`config.mk`:
```
export PLATFORM = sky130hd
export DESIGN_NAME = seq_controller
export DESIGN_NICKNAME = d
export VERILOG_FILES = /design/src/rtl/seq_ctrl_pkg.sv /design/src/rtl/seq_phase_counter.sv /design/src/rtl/seq_controller.sv
export SDC_FILE = /design/constraint.sdc
export NUM_CORES = 1
export LEC_CHECK = 0
export CAP_MARGIN = 10
export CORE_AREA = 8 8 45 47
export CTS_BUF_LIST = sky130_fd_sc_hd__clkbuf_8
export DETAILED_ROUTE_END_ITERATION = 8
export DIE_AREA = 0 0 53 55
export DONT_BUFFER_PORTS = 1
export SLEW_MARGIN = 20
export SYNTH_ARGS = -nofsm -noshare
export SYNTH_HDL_FRONTEND = slang
export SYNTH_HIERARCHICAL = 1
export SYNTH_SLANG_ARGS = --single-unit
```
`constraint.sdc`:
```
create_clock -name clk -period 2.14 [get_ports clk]
set_input_delay 0.321 -clock clk [delete_from_list [all_inputs] [get_ports clk]]
set_output_delay 0.321 -clock clk [all_outputs]
set_load 0.02 [all_outputs]
```
`src/rtl/seq_ctrl_pkg.sv`:
```
// Shared encodings for the sequence controller: opcodes, phase names and
// the ALU-class opcode decode.
package seq_ctrl_pkg;

    typedef enum logic [2:0] {
        HLT = 3'd0,
        SKZ = 3'd1,
        ADD = 3'd2,
        AND = 3'd3,
        XOR = 3'd4,
        LDA = 3'd5,
        STO = 3'd6,
        JMP = 3'd7
    } opcode_e;

    typedef enum logic [2:0] {
        INST_ADDR  = 3'd0,
        INST_FETCH = 3'd1,
        INST_LOAD  = 3'd2,
        IDLE       = 3'd3,
        OP_ADDR    = 3'd4,
        OP_FETCH   = 3'd5,
        ALU_OP     = 3'd6,
        STORE      = 3'd7
    } phase_e;

    // True for opcodes that read an operand and load the accumulator.
    function automatic logic is_aluop(input logic [2:0] op);
        logic result;
        case (op)
            ADD, AND, XOR, LDA: result = 1'b1;
            default:            result = 1'b0;
        endcase
        return result;
    endfunction

endpackage

```
`src/rtl/seq_phase_counter.sv`:
```
// 3-bit wrapping phase counter. Advances every clock unless hold is high;
// rst (active-low) clears it asynchronously.
module seq_phase_counter
    import seq_ctrl_pkg::*;
(
    input  logic       clk,
    input  logic       rst,
    input  logic       hold,
    output logic [2:0] phase
);

    logic [2:0] phase_r;

    // Phase register: async clear, otherwise hold or advance with 7->0 wrap.
    always_ff @(posedge clk or negedge rst) begin
        if (!rst) begin
            phase_r <= 3'd0;
        end else if (hold) begin
            phase_r <= phase_r;
        end else begin
            phase_r <= phase_r + 3'd1;
        end
    end

    assign phase = phase_r;

endmodule

```
`src/rtl/seq_controller.sv`:
```
// Eight-phase instruction sequencer. Control strobes are decoded directly
// from the registered phase plus the current opcode and zero flag.
// Optional feature macro: SEQ_CTRL_RESUME_EN adds a resume input that
// restarts execution from a halt at phase 5 with one PC advance.
module seq_controller
    import seq_ctrl_pkg::*;
(
    input  logic       clk,
    input  logic       rst,
    input  logic [2:0] opcode,
    input  logic       zero,
`ifdef SEQ_CTRL_RESUME_EN
    input  logic       resume,
`endif
    output logic       sel,
    output logic       rd,
    output logic       ld_ir,
    output logic       inc_pc,
    output logic       skip,
    output logic       ld_pc,
    output logic       ld_ac,
    output logic       wr,
    output logic       data_e,
    output logic       halt,
    output logic [2:0] phase
);

    logic [2:0] phase_s;
    logic       resume_s;
    logic       is_hlt_s;
    logic       is_alu_s;
    logic       is_sto_s;
    logic       is_jmp_s;
    logic       skz_taken_s;
    logic       hold_s;

`ifdef SEQ_CTRL_RESUME_EN
    assign resume_s = resume;
`else
    assign resume_s = 1'b0;
`endif

    assign is_hlt_s    = (opcode == HLT);
    assign is_alu_s    = is_aluop(opcode);
    assign is_sto_s    = (opcode == STO);
    assign is_jmp_s    = (opcode == JMP);
    // zero only matters in the ALU_OP phase, where it is consumed here.
    assign skz_taken_s = (opcode == SKZ) && zero;

    // A halt freezes the counter at OP_ADDR until reset (or resume).
    assign hold_s = (phase_s == OP_ADDR) && is_hlt_s && !resume_s;

    seq_phase_counter u_phase_counter (
        .clk   (clk),
        .rst   (rst),
        .hold  (hold_s),
        .phase (phase_s)
    );

    // Moore-on-phase decode of all control strobes.
    always_comb begin
        sel    = 1'b0;
        rd     = 1'b0;
        ld_ir  = 1'b0;
        inc_pc = 1'b0;
        skip   = 1'b0;
        ld_pc  = 1'b0;
        ld_ac  = 1'b0;
        wr     = 1'b0;
        data_e = 1'b0;
        halt   = 1'b0;
        case (phase_s)
            INST_ADDR: begin
                sel = 1'b1;
            end
            INST_FETCH: begin
                sel = 1'b1;
                rd  = 1'b1;
            end
            INST_LOAD, IDLE: begin
                sel   = 1'b1;
                rd    = 1'b1;
                ld_ir = 1'b1;
            end
            OP_ADDR: begin
                if (is_hlt_s) begin
                    // Resuming steps the PC past the HLT instead of halting.
                    inc_pc = resume_s;
                    halt   = !resume_s;
                end else begin
                    inc_pc = 1'b1;
                    halt   = 1'b0;
                end
            end
            OP_FETCH: begin
                rd = is_alu_s;
            end
            ALU_OP: begin
                rd     = is_alu_s;
                inc_pc = skz_taken_s;
                skip   = skz_taken_s;
                ld_pc  = is_jmp_s;
                data_e = is_sto_s;
            end
            STORE: begin
                rd     = is_alu_s;
                ld_ac  = is_alu_s;
                ld_pc  = is_jmp_s;
                wr     = is_sto_s;
                data_e = is_sto_s;
            end
            default: begin
                sel = 1'b1;
            end
        endcase
    end

    assign phase = phase_s;

endmodule

```
======== Word-level counts from Yosys, hierarchy flattened ========
Index checks and enable logic that the tools add are counted.
storage, ports and cells
  bits in latches ......................... 0
  register bits ........................... 3
  ROM bits ................................ 0
  memory bits (writable) .................. 0
  memories ................................ 0
  output and inout bits ................... 13
operators by class
  eq/ne operators ......................... 14
  muxes and demuxes ....................... 13
  divide/modulo/power cells ............... 0
  multiply operators ...................... 0
  shift operators ......................... 0
  $lt $le $gt $ge ......................... 0
  reductions and logical operators ........ 10
  $add $sub $neg .......................... 1
  bitwise gates (word level) .............. 0
operators with widths
  cell                                                              count
  3-bit == test (second input constant)                             8
  3-bit by 2-bit == test with 1-bit output (second input constant)  4
  1-bit 2-to-1 mux                                                  11
  4-bit OR reduction                                                2
  3-bit by 1-bit == test with 1-bit output (second input constant)  2
  3-bit zero test                                                   2
  3-bit OR reduction                                                2
  1-bit one-hot mux with 2 select lines                             2
  2-bit OR reduction                                                2
  3-bit by 1-bit adder with 3-bit output (second input constant)    1
  1-bit logical AND                                                 2

======== Depth between registers and ports, before layout ========
Gate-level depths: netlist (run 1).
  depth after elaboration ................. 4
  gate-level depth with buffers ........... 4
  mapped depth without buffers ............ 4

======== Hierarchy ========
Netlist (run 1), hierarchy kept.
modules (own cells, without submodules)
  module             cells an instance  sequential area each (µm²)  instances  area an instance (µm²)
  seq_phase_counter  8                  75.1                        1          133.9
  seq_controller     19                 0.0                         1          110.1

======== Worst setup path after synthesis (run 1) ========
OpenSTA, ideal clock, no wires.
  kind .................................... register to register
  start ................................... register u_phase_counter.phase_r[0], in the netlist u_phase_counter/phase[0]
  end ..................................... register u_phase_counter.phase_r[2], in the netlist u_phase_counter/phase[2]
  buffers on the path ..................... 0
  data arrival time ....................... 1.860 ns
  required time ........................... 2.006 ns
  stages on the path, launching flop included .. 5
  path slack .............................. 0.146 ns
  period minus slack after synthesis ...... 1.994 ns
  setup time .............................. 0.134 ns
  cells stage by stage .................... dfrtp_1 -> nand2b_1 -> nor3b_1 -> nand2b_4 -> xnor2_1
between the ends
  cells in the longest elaborated chain, start to end .. 2
RTL lines
  what                                                                            line                     RTL
  start: declaration                                                              seq_phase_counter.sv:12  logic [2:0] phase_r;
  start signal: assignment                                                        seq_phase_counter.sv:19  phase_r <= phase_r;
  start signal: assignment                                                        seq_phase_counter.sv:21  phase_r <= phase_r + 3'd1;
  branches (longest 2 deep; another with 3-bit by 1-bit adder with 3-bit output)  n/a
Several ways; the timed one is not identified.
A chain may end at the register's enable or synchronous reset.

======== Final worst setup path (run 1) ========
  start ................................... register u_phase_counter.phase_r[1], in the netlist u_phase_counter/phase[1]
  end ..................................... output wr
between the ends
  cells in the longest elaborated chain, start to end .. 2
RTL lines
  what              line                  RTL
  3-bit == test     seq_controller.sv:72  case (phase_s)
  1-bit 2-to-1 mux  seq_controller.sv:72
  end: declaration  seq_controller.sv:22  output logic wr,
No other way between the ends.

==> metrics.md, run 1 <==
| Metric | Value |
|---|---|
| Total vias in the final route | 230 |
| PwrDens | 1710 nW/µm² |
| Max reg flops | 3 |
| Slew headroom | 69.1% |
| Hold Vio Cnt, Final | 0 |
| Critical-path maximum fanout | 10 |
| Outcome | completed |
| Simple-Gate Fraction of Synth Area | 36.9% |
| Final wirelength | 682 µm |
| Clk buf depth | 2 |
| ANT cells | 0 |
| Switch share | 45.8% |
| Maxcap violations | 0 |
| Combinational family with the most area after synthesis | simple AND/OR/NAND/NOR gates |
| Initial antenna violation count | 0 |
| #FFs+latches synth | 3 |
| Vias in the first global route | 224 |
| Remaining global-route overflow | 0 |
| Die area | 2920 µm² |
| Final count of pins violating max slew | 0 |
| Synth top area share | 30.8% |
| Mapped Area | 244 µm² |
| Synth Net Count | 34 |
| Fraction of the mapped netlist area in compound gates | 7.18% |
| Hold/Removal Path Class | primary input to asynchronous set/reset pin |
| Crit Path Class | flop to output pin |
| Synth area leaders | dfrtp_1 31%, xnor2_1 11%, mux2_4 6.2%, nor2_1 6.2%, nor3b_1 6.2% |
| Synth area leader | dfrtp_1 |
| CTS tree | done |
| # placed instances | 48 |
| Post-Syn Instances | 27 |
| Worst Setup End Kind | output pin |
| Area grow syn2layout | 46.2% |
| Layout net count | 45 |
| Tmin final | 1800 ps |
| Buffers on Ports | 0 |
| Worst setup SP type | flop |
| RSZ-0062 raised after global routing | no |
| Final worst-path cycle share | 84.2% |
| Adder-cell share of the synthesized area | 5.13% |
| Cell Area, Placed | 302 µm² |
| Sequential power share | 25.3% |
| Total GRT Usage | 5.20% |
| Slew @ Worst Pin | 464 ps |
| WL/cell | 12.9 µm |
| Largest net degree at the start of global routing | 11 |
| Final Wtd Congestion | 0.678 |
| CTS Buf Count | 3 |
| Post-CTS setup buffer count | 0 |
| Worst path arrival time | 1480 ps |
| Power Internal | 0.000331 W |
| Post-route insts no fill | 53 |
| DR vias/cell | 4.34 |
| Max Fclk | 555 MHz |
| Clock transition at path regs | 30 ps |
| Clock Skew | 2.14 ps |
| Filler cells | 151 |
| Core ar. | 1380 µm² |
| Sequential fraction of the synthesis area | 30.8% |
| Switching power | 0.000280 W |
| Gate power share | 48.3% |
| Final setup TNS | 0 ps |
| Leakage | 0.153 nW |
| Final setup fails | 0 |
| DRT iter0 DRCs | 1 |
| DRC viols | 0 |
| Data required, critical path | 1820 ps |
| H-tree levels | 1 |
| Clk root buf | clkbuf_8 |
| ANT nets after route | 0 |
| CTS Sinks | 3 |
| DIE WIDTH | 53 µm |
| Worst IR drop on VDD | 0.299 mV |
| Worst-Skew Late Latency | 220 ps |
| Top Ports | 19 |
| DIE HEIGHT | 55 µm |
| Site row count | 14 |
| Synth warnings | 6 |
| # hold bufs at CTS | 1 |
| XOR/XNOR Fraction of Synth Area | 10.8% |
| Avg Cell Area, Syn | 9.04 µm² |
| Post-CTS resize count | 0 |
| Mux contribution to synthesized area | 6.15% |
| Fin area | 357 µm² |
| First-pass GRT wire length | 1.01 mm |
| Cell variety after synth | 17 |
| Clk pwr share | 26.3% |
| Layout cells sized above 1 | 29.7% |
| Initial Utilization | 17.6% |
| Drt first pass iters | 2 |
-- area by class of cell --
type	count	area, µm²	share of cell area, %
Sequential cell	3	75.1	21.1
Inverter	2	7.51	2.11
Clock inverter	1	3.75	1.05
Clock buffer	3	41.3	11.6
Multi-Input combinational cell	22	161	45.3
Timing Repair Buffer	6	47.5	13.3
Tap cell	16	20.0	5.61
-- metrics by stage --
| step | setup slack [ps] | hold WS [ps] | power, W | util (%) |
|---|---|---|---|---|
| 2_1_floorplan | 146 | 25.4 | 0.000381 | - |
| 3_5_place_dp | 579 | 25.5 | 0.000454 | 21.8 |
| 4_1_cts | 333 | 361 | 0.000621 | 25.8 |
| 5_1_grt | 192 | 369 | 0.000657 | 25.8 |
| 6_report | 339 | 359 | 0.000610 | 25.8 |
| 3_3_place_gp | 584 | 25.5 | 0.000452 | 21.8 |
-- metal layers --
metal | track usage (%) | up-vias | wire length [µm]
li1 | - | 112 | -
met1 | 4.73 | 104 | 243
met2 | 6.25 | 12 | 308
met3 | 3.74 | 2 | 108
met4 | 7.76 | 0 | 21
met5 | 0 | - | 0
-- cells by family after synthesis --
logic type,count (synthesis)
flip-flops,3
XOR/XNOR,3
AND/OR/NAND/NOR,15
buffers and inverters,2
adder cells (fa/ha/maj),1
multiplexers,1
AO/OA/AOI/OAI,2
-- path summary, 6_finish.rpt --
| check | start | endpoint | depth (start not counted) | slack [ps] |
|---|---|---|---|---|
| min reg2reg | u_phase_counter/phase[2]$_DFFE_PN0N_ | u_phase_counter/phase[2]$_DFFE_PN0N_ | 1 | 630 |
| min in group clk | opcode[2] | u_phase_counter/phase[0]$_DFFE_PN0N_ | 4 | 600 |
| max | u_phase_counter/phase[1]$_DFFE_PN0N_ | wr | 3 | 340 |
| max in group asynchronous | rst | u_phase_counter/phase[2]$_DFFE_PN0N_ | 1 | 1630 |
| min | rst | u_phase_counter/phase[0]$_DFFE_PN0N_ | 1 | 360 |
| max reg2reg | u_phase_counter/phase[2]$_DFFE_PN0N_ | u_phase_counter/phase[1]$_DFFE_PN0N_ | 4 | 700 |
-- cells in the mapped netlist --
master and number:
a211oi_2 1, a21oi_1 1, dfrtp_1 3, ha_1 1, inv_1 2, mux2_4 1
nand2_1 1, nand2b_1 1, nand2b_4 1, nand3_1 1, nand4_1 1, nor2_1 4
nor2b_1 1, nor3_1 2, nor3b_1 2, or3b_1 1, xnor2_1 3
-- cell usage in the layout (no fill, tap or decap) --
cell and instances:
ha_1 1, nand2b_1 1, nand3_1 1, buf_4 5
dlygate4sd3_1 1, nor3_1 2, nand2_1 1, clkbuf_8 3
nand4_1 1, inv_1 3, or3b_1 1, nand2b_4 1
a211oi_2 1, xnor2_1 3, nor2b_1 1, nor3b_1 2
dfrtp_1 3, nor2_1 4, a21oi_1 1, mux2_4 1
-- power by group through the flow --
| stage | Combinational [W] | Sequential [W] | Clock [W] |
|---|---|---|---|
| after floorplan | 0.000204 | 0.000177 | 0 |
| after global placement | 0.000297 | 0.000155 | 0 |
| after detailed placement | 0.000297 | 0.000156 | 0 |
| after CTS | 0.000301 | 0.000156 | 0.000164 |
| after global routing | 0.000320 | 0.000165 | 0.000172 |
| final | 0.000295 | 0.000155 | 0.000161 |
-- worst max-delay path: stages (launching register included) --
cell and delay, ps:
dfrtp_1 620, nand4_1 220, nor3b_1 250, buf_4 180
(Power assumes the default switching activity.)
==> inputs of run 2 (changes only) <==
clock period = 1.58 ns   (was 2.14 ns; I/O delays follow)
==> run 2 against run 1 <==
Final area rose by 20%. Non-clock buffer count rose by 6. Count of clock-buffer cells in the layout did not move. Sequential power rose by 32%. Routed wire length rose by 16%. Critical path depth did not move. Sequential share of layout area fell by 2.9 points. Flip-flop and latch count did not move. Combinational power rose by 81%. Total power rose by 57%. Clock power rose by 34%. Critical endpoint is now halt.
==> metrics.md, run 2 (synthesis results as in run 1) <==
| Metric | Value |
|---|---|
| Outcome | completed (unchanged) |
| Slew headroom | 71.6% (was 69.1%) |
| Tmin final | 1490 ps |
| FF-to-FF Start | u_phase_counter/phase[2]$_DFFE_PN0N_ (unchanged) |
| Buffers on Ports | 0 (unchanged) |
| Setup Slack @ Placement | 192 ps (was 579 ps) |
| Final wirelength | 790 µm (was 682 µm) |
| Final worst-path cycle share | 94.2% |
| Hold slack | 277 ps (was 359 ps) |
| WL/cell | 13.4 µm (was 12.9 µm) |
| Layout cells sized above 1 | 51.2% (was 29.7%) |
| Worst IR drop on VDD | 0.490 mV (was 0.299 mV) |
| Total vias in the final route | 252 (was 230) |
| R2R setup slack | 300 ps (was 700 ps) |
| Hold/Removal Path Class | primary input to asynchronous set/reset pin (unchanged) |
| Clock transition at path regs | 30 ps (about the same) |
| Max reg flops | 3 (unchanged) |
| Worst setup SP type | flop (unchanged) |
| CP max-delay cell | dfrtp_2 (was dfrtp_1) |
| Initial antenna violation count | 0 (unchanged) |
| Remaining global-route overflow | 0 (unchanged) |
| Fin area | 428 µm² (was 357 µm²) |
| Hold Vio Cnt, Final | 0 (unchanged) |
| Area grow syn2layout | 75.4% (was 46.2%) |
| Layout net count | 51 (was 45) |
| Cell Area, Placed | 363 µm² (was 302 µm²) |
| Post-DP HPWL | 620 µm |
| Worst Setup End Kind | output pin (unchanged) |
| H-tree levels | 1 (unchanged) |
| ANT nets after route | 0 (unchanged) |
| Final setup fails | 0 (unchanged) |
| CTS Buf Count | 3 (unchanged) |
| Reg2Reg Depth | 3 (was 4) |
| Commonest non-fill, non-tap cell in the layout | buf_4 (unchanged) |
| Commonest cells after routing, fill and taps aside | 11 x buf_4, 4 x nor2_1, 3 x inv_1, 3 x xnor2_1, 3 x clkbuf_8 (was 5 x buf_4, 4 x nor2_1) |
| DRC viols | 0 (unchanged) |
| Worst path arrival time | 1250 ps (was 1480 ps) |
| Leakage | 0.194 nW (was 0.153 nW) |
| CTS Sinks | 3 (unchanged) |
| Final WS setup | 91.1 ps (was 339 ps) |
| ANT cells | 0 (unchanged) |
| Reg2reg end | u_phase_counter/phase[1]$_DFFE_PN0N_ (unchanged) |
| DIE WIDTH | 53 µm (unchanged) |
| Final count of pins violating max slew | 0 (unchanged) |
| Final Wtd Congestion | 0.673 (was 0.678) |
| Largest net degree at the start of global routing | 11 (unchanged) |
| Clk root buf | clkbuf_8 (unchanged) |
| Initial Utilization | 17.6% (unchanged) |
| Slew @ Worst Pin | 425 ps (was 464 ps) |
| Maxcap violations | 0 (unchanged) |
| RSZ-0062 raised after global routing | no (unchanged) |
| PwrDens | 2230 nW/µm² (was 1710 nW/µm²) |
| Clk buf depth | 2 (unchanged) |
| Total GRT Usage | 5.80% (was 5.20%) |
| DR vias/cell | 4.27 (was 4.34) |
| DRT iter0 DRCs | 3 (was 1) |
| Worst-Skew Late Latency | 210 ps (was 220 ps) |
| Critical-path maximum fanout | 8 (was 10) |
| Die area | 2920 µm² (unchanged) |
| CTS tree | done (unchanged) |
| Clock Skew | 0.601 ps (was 2.14 ps) |
| Power, Total | 0.000956 W (was 0.000610 W) |
| Crit-path cells | nand2b_4, nor3b_4, buf_4 (was nand4_1, nor3b_1, buf_4) |
| Final setup TNS | 0 ps (unchanged) |
| Core ar. | 1380 µm² (unchanged) |
| CP peak stage delay | 450 ps (was 620 ps) |
| Drt first pass iters | 2 (unchanged) |
| Data required, critical path | 1340 ps (was 1820 ps) |
| Crit Path Class | flop to output pin (unchanged) |
| Site row count | 14 (unchanged) |
| Top Ports | 19 (unchanged) |
| First-pass GRT wire length | 1.17 mm (was 1.01 mm) |
| Vias in the first global route | 262 (was 224) |
| Max Fclk | 672 MHz |
| DIE HEIGHT | 55 µm (unchanged) |
[run 2: changes by cell type in the layout (fill, tap and decap cells not counted), sizes merged]
cell  before  now
buf        5   11
[run 2: where the power goes]
part,leakage (nW),switching (W),total (W),internal (W)
clock network,0.0269,0.0000510,0.000216,0.000165
registers,0.0334,0.0000801,0.000205,0.000125
logic,0.134,0.000284,0.000535,0.000250
[run 2: what timing repair did]
item                                   4_1_cts  5_1_grt
gates resized for setup                      2        0
setup buffers                                0        1
endpoints found under the hold margin        3        0
hold buffers                                 1        0
setup endpoints to repair                    2        1
pin swaps                                    0        1
cloned                                       0        0
[run 2: worst max path at each step]
| stage | from | to | cells after the start |
|---|---|---|---|
| 5_1_grt | u_phase_counter/phase[2]$_DFFE_PN0N_ | halt | 3 |
| 2_1_floorplan | u_phase_counter/phase[0]$_DFFE_PN0N_ | u_phase_counter/phase[1]$_DFFE_PN0N_ | 3 |
| 4_1_cts | u_phase_counter/phase[2]$_DFFE_PN0N_ | halt | 3 |
| 3_5_place_dp | u_phase_counter/phase[2]$_DFFE_PN0N_ | u_phase_counter/phase[1]$_DFFE_PN0N_ | 3 |
| 6_report | u_phase_counter/phase[2]$_DFFE_PN0N_ | halt | 3 |
| 3_3_place_gp | u_phase_counter/phase[2]$_DFFE_PN0N_ | u_phase_counter/phase[1]$_DFFE_PN0N_ | 3 |
[run 2: worst max-delay path, delay by kind of cell, from the launching register on]
family / cells / cell delay, ps
AND/OR/NAND/NOR: 2 / 380
buffers and inverters: 1 / 200
flip-flops: 1 / 450
[run 2: routing by layer]
layer | GRT usage (%) | vias to the layer above | part of all wire [%]
met4 | 7.76 | 0 | 0
li1 | - | 124 | -
met3 | 3.21 | 0 | 15
met1 | 5.63 | 116 | 37
met5 | 0 | - | 0
met2 | 7.62 | 12 | 47
[run 2: area by class of cell]
| class | count | area [µm²] |
|---|---|---|
| repair buffers | 12 | 92.6 |
| well taps | 16 | 20.0 |
| flip-flops and latches | 3 | 77.6 |
| clock inverters | 1 | 3.75 |
| fillers | 151 | 956 |
| clock buffers | 3 | 41.3 |
| inverters | 2 | 7.51 |
| multi-input cells | 22 | 185 |
[run 2: stage by stage]
stage,cells,utilization [%]
floorplan,27,-
global placement,53,26.2
detailed placement,53,26.2
CTS,58,30.4
global route,59,30.9
finish,59,30.9
==> inputs of run 3 (changes only) <==
CORE_AREA = 2 2 39 41   (was 8 8 45 47)
DIE_AREA = 0 0 41 43   (was 0 0 53 55)
GPL_TIMING_DRIVEN = 0   (was default)
==> run 3 against run 2 <==
Total power shrank 8.7%. Non-clock buffer count shrank 10. Clock skew is essentially flat. Die area shrank 40%. Critical path depth is the same. Sequential share of layout area grew 2.9 points. Critical path type is now flop to flop. Critical endpoint is now u_phase_counter/phase[1]$_DFFE_PN0N_.
==> metrics.md, run 3 (synthesis results as in run 1) <==
| Metric | Value |
|---|---|
| Outcome | completed (unchanged) |
| Max Fclk | 642 MHz (was 672 MHz) |
| Largest net degree at the start of global routing | 11 (unchanged) |
| Clock transition at path regs | 30 ps (about the same) |
| Worst setup SP type | flop (unchanged) |
| Top Ports | 19 (unchanged) |
| CP peak stage delay | 490 ps (was 450 ps) |
| Fin area | 375 µm² (was 428 µm²) |
| Remaining global-route overflow | 0 (unchanged) |
| CP max-delay cell | dfrtp_2 (unchanged) |
| Maxcap violations | 0 (unchanged) |
| First-pass GRT wire length | 772 µm (was 1.17 mm) |
| Setup Slack @ Placement | -65.8 ps (was 192 ps) |
| FF-to-FF Start | u_phase_counter/phase[0]$_DFFE_PN0N_ (was u_phase_counter/phase[2]$_DFFE_PN0N_) |
| Final setup fails | 0 (unchanged) |
| Slew headroom | 71.0% (was 71.6%) |
| Drt first pass iters | 3 (was 2) |
| Final count of pins violating max slew | 0 (unchanged) |
| Tmin final | 1560 ps (was 1490 ps) |
| DIE WIDTH | 41 µm (was 53 µm) |
| Total GRT Usage | 6.80% (was 5.80%) |
| Commonest cells after routing, fill and taps aside | 3 x inv_1, 3 x xnor2_1, 3 x clkbuf_8, 3 x dfrtp_2 (was 11 x buf_4, 4 x nor2_1, 3 x inv_1, 3 x xnor2_1, 3 x clkbuf_8) |
| Hold/Removal Path Class | primary input to asynchronous set/reset pin (unchanged) |
| R2R setup slack | 20 ps (was 300 ps) |
| Reg2Reg Depth | 3 (unchanged) |
| Final setup TNS | 0 ps (unchanged) |
| Clock Skew | 0.684 ps (was 0.601 ps) |
| Final worst-path cycle share | 98.6% (was 94.2%) |
| Clk pwr share | 24.8% (was 22.6%) |
| DIE HEIGHT | 43 µm (was 55 µm) |
| Post-DP HPWL | 445 µm (was 620 µm) |
| Filler cells | 155 (was 151) |
| Worst Setup End Kind | flop (was output pin) |
| Gate power share | 44.3% (was 55.9%) |
| CTS Sinks | 3 (unchanged) |
| Register area | 78.8 µm² (was 77.6 µm²) |
| Vias in the first global route | 198 (was 262) |
| Crit-path cells | nand2b_4, nor3b_4, mux2_4 (was nand2b_4, nor3b_4, buf_4) |
| Hold slack | 279 ps (was 277 ps) |
| Switching power | 0.000412 W (was 0.000416 W) |
| Buffers on Ports | 0 (unchanged) |
| WL/cell | 12.1 µm (was 13.4 µm) |
| Total vias in the final route | 218 (was 252) |
| Die area | 1760 µm² (was 2920 µm²) |
| H-tree levels | 1 (unchanged) |
| Final Wtd Congestion | 0.645 (was 0.673) |
| Worst IR drop on VDD | 0.371 mV (was 0.490 mV) |
| Leakage | 0.146 nW (was 0.194 nW) |
| Data required, critical path | 1670 ps (was 1340 ps) |
| Core ar. | 1380 µm² (unchanged) |
| Clk root buf | clkbuf_8 (unchanged) |
| PwrDens | 2330 nW/µm² (was 2230 nW/µm²) |
| RSZ-0062 raised after global routing | yes (was no) |
| Worst path arrival time | 1650 ps (was 1250 ps) |
| Hold Vio Cnt, Final | 0 (unchanged) |
| Final wirelength | 592 µm (was 790 µm) |
| DRT iter0 DRCs | 3 (unchanged) |
| Initial Utilization | 17.6% (unchanged) |
| CTS tree | done (unchanged) |
| Layout cells sized above 1 | 48.5% (was 51.2%) |
| Site row count | 14 (unchanged) |
| CP top delay family | simple AND/OR/NAND/NOR gates (was flip-flops) |
| Post-route insts no fill | 49 (was 59) |
| CP Launch Point | u_phase_counter/phase[0]$_DFFE_PN0N_ (was u_phase_counter/phase[2]$_DFFE_PN0N_) |
| Power Internal | 0.000461 W (was 0.000541 W) |
| Final WS setup | 22.0 ps (was 91.1 ps) |
| # placed instances | 43 (was 53) |
| Sequential power share | 31.0% (was 21.4%) |
| Critical-path maximum fanout | 7 (was 8) |
| DRC viols | 0 (unchanged) |
| ANT cells | 0 (unchanged) |
| Crit Path Class | flop to flop (was flop to output pin) |
| Switch share | 47.2% (was 43.4%) |
| Max reg flops | 3 (unchanged) |
| Slew @ Worst Pin | 432 ps (was 425 ps) |
| Clk buf depth | 2 (unchanged) |
| CP bufs+invs | 0 (was 1) |
| Layout net count | 41 (was 51) |
| Initial antenna violation count | 0 (unchanged) |
| Reg2reg end | u_phase_counter/phase[1]$_DFFE_PN0N_ (unchanged) |
| ANT nets after route | 0 (unchanged) |
| Cell Area, Placed | 288 µm² (was 363 µm²) |
| Worst-Skew Late Latency | 210 ps (about the same) |
| Multi-input logic area | 209 µm² (was 185 µm²) |
| Area grow syn2layout | 53.8% (was 75.4%) |
| CTS Buf Count | 3 (unchanged) |
| DR vias/cell | 4.45 (was 4.27) |
## run 3: worst max-delay path by stage
stage	end	slack [ps]	cells after the start
2_1_floorplan	u_phase_counter/phase[1]$_DFFE_PN0N_	40	3
4_1_cts	wr	-20	2
3_5_place_dp	u_phase_counter/phase[1]$_DFFE_PN0N_	-70	3
3_3_place_gp	u_phase_counter/phase[1]$_DFFE_PN0N_	-60	3
6_report	u_phase_counter/phase[1]$_DFFE_PN0N_	20	3
5_1_grt	wr	-60	2
## run 3: area by class of cell
type | count | area share (%)
multi-input cells | 22 | 55.7
repair buffers | 2 | 4.00
inverters | 2 | 2.00
clock buffers | 3 | 11.0
well taps | 16 | 5.33
clock inverters | 1 | 1.00
flip-flops and latches | 3 | 21.0
## run 3: worst reg2reg max path, stage by stage (launching register included)
cell and delay [ps]:
dfrtp_2 490, nand2b_4 210, nor3b_4 410, mux2_4 340
## run 3: power by group through the flow
stage	Sequential [W]	Clock (W)	Combinational, W
floorplan	0.000254	0	0.000303
global placement	0.000278	0	0.000319
detailed placement	0.000282	0	0.000324
CTS	0.000291	0.000224	0.000330
global route	0.000286	0.000234	0.000421
finish	0.000270	0.000216	0.000387
## run 3: per-stage QoR
step | total power, W | util, %
2_1_floorplan | 0.000557 | -
3_3_place_gp | 0.000597 | 20.8
3_5_place_dp | 0.000605 | 20.8
4_1_cts | 0.000845 | 25.4
5_1_grt | 0.000941 | 27.1
6_report | 0.000873 | 27.1
## run 3: metal layers
metal  vias to the layer above  GRT usage [%]  share of wire, %
li1                        104              -                 -
met1                       101           6.35                42
met2                        13           8.44                42
met3                         0           4.71                16
met4                         0           8.00                 0
met5                         -              0                 0
## run 3: what timing repair did
action | in CTS | in global routing
hold buffers | 1 | 0
resized for setup | 4 | 4
endpoints found under the hold margin | 3 | 0
endpoints found under the setup margin | 10 | 6
setup buffers | 0 | 1
pin swaps | 1 | 2
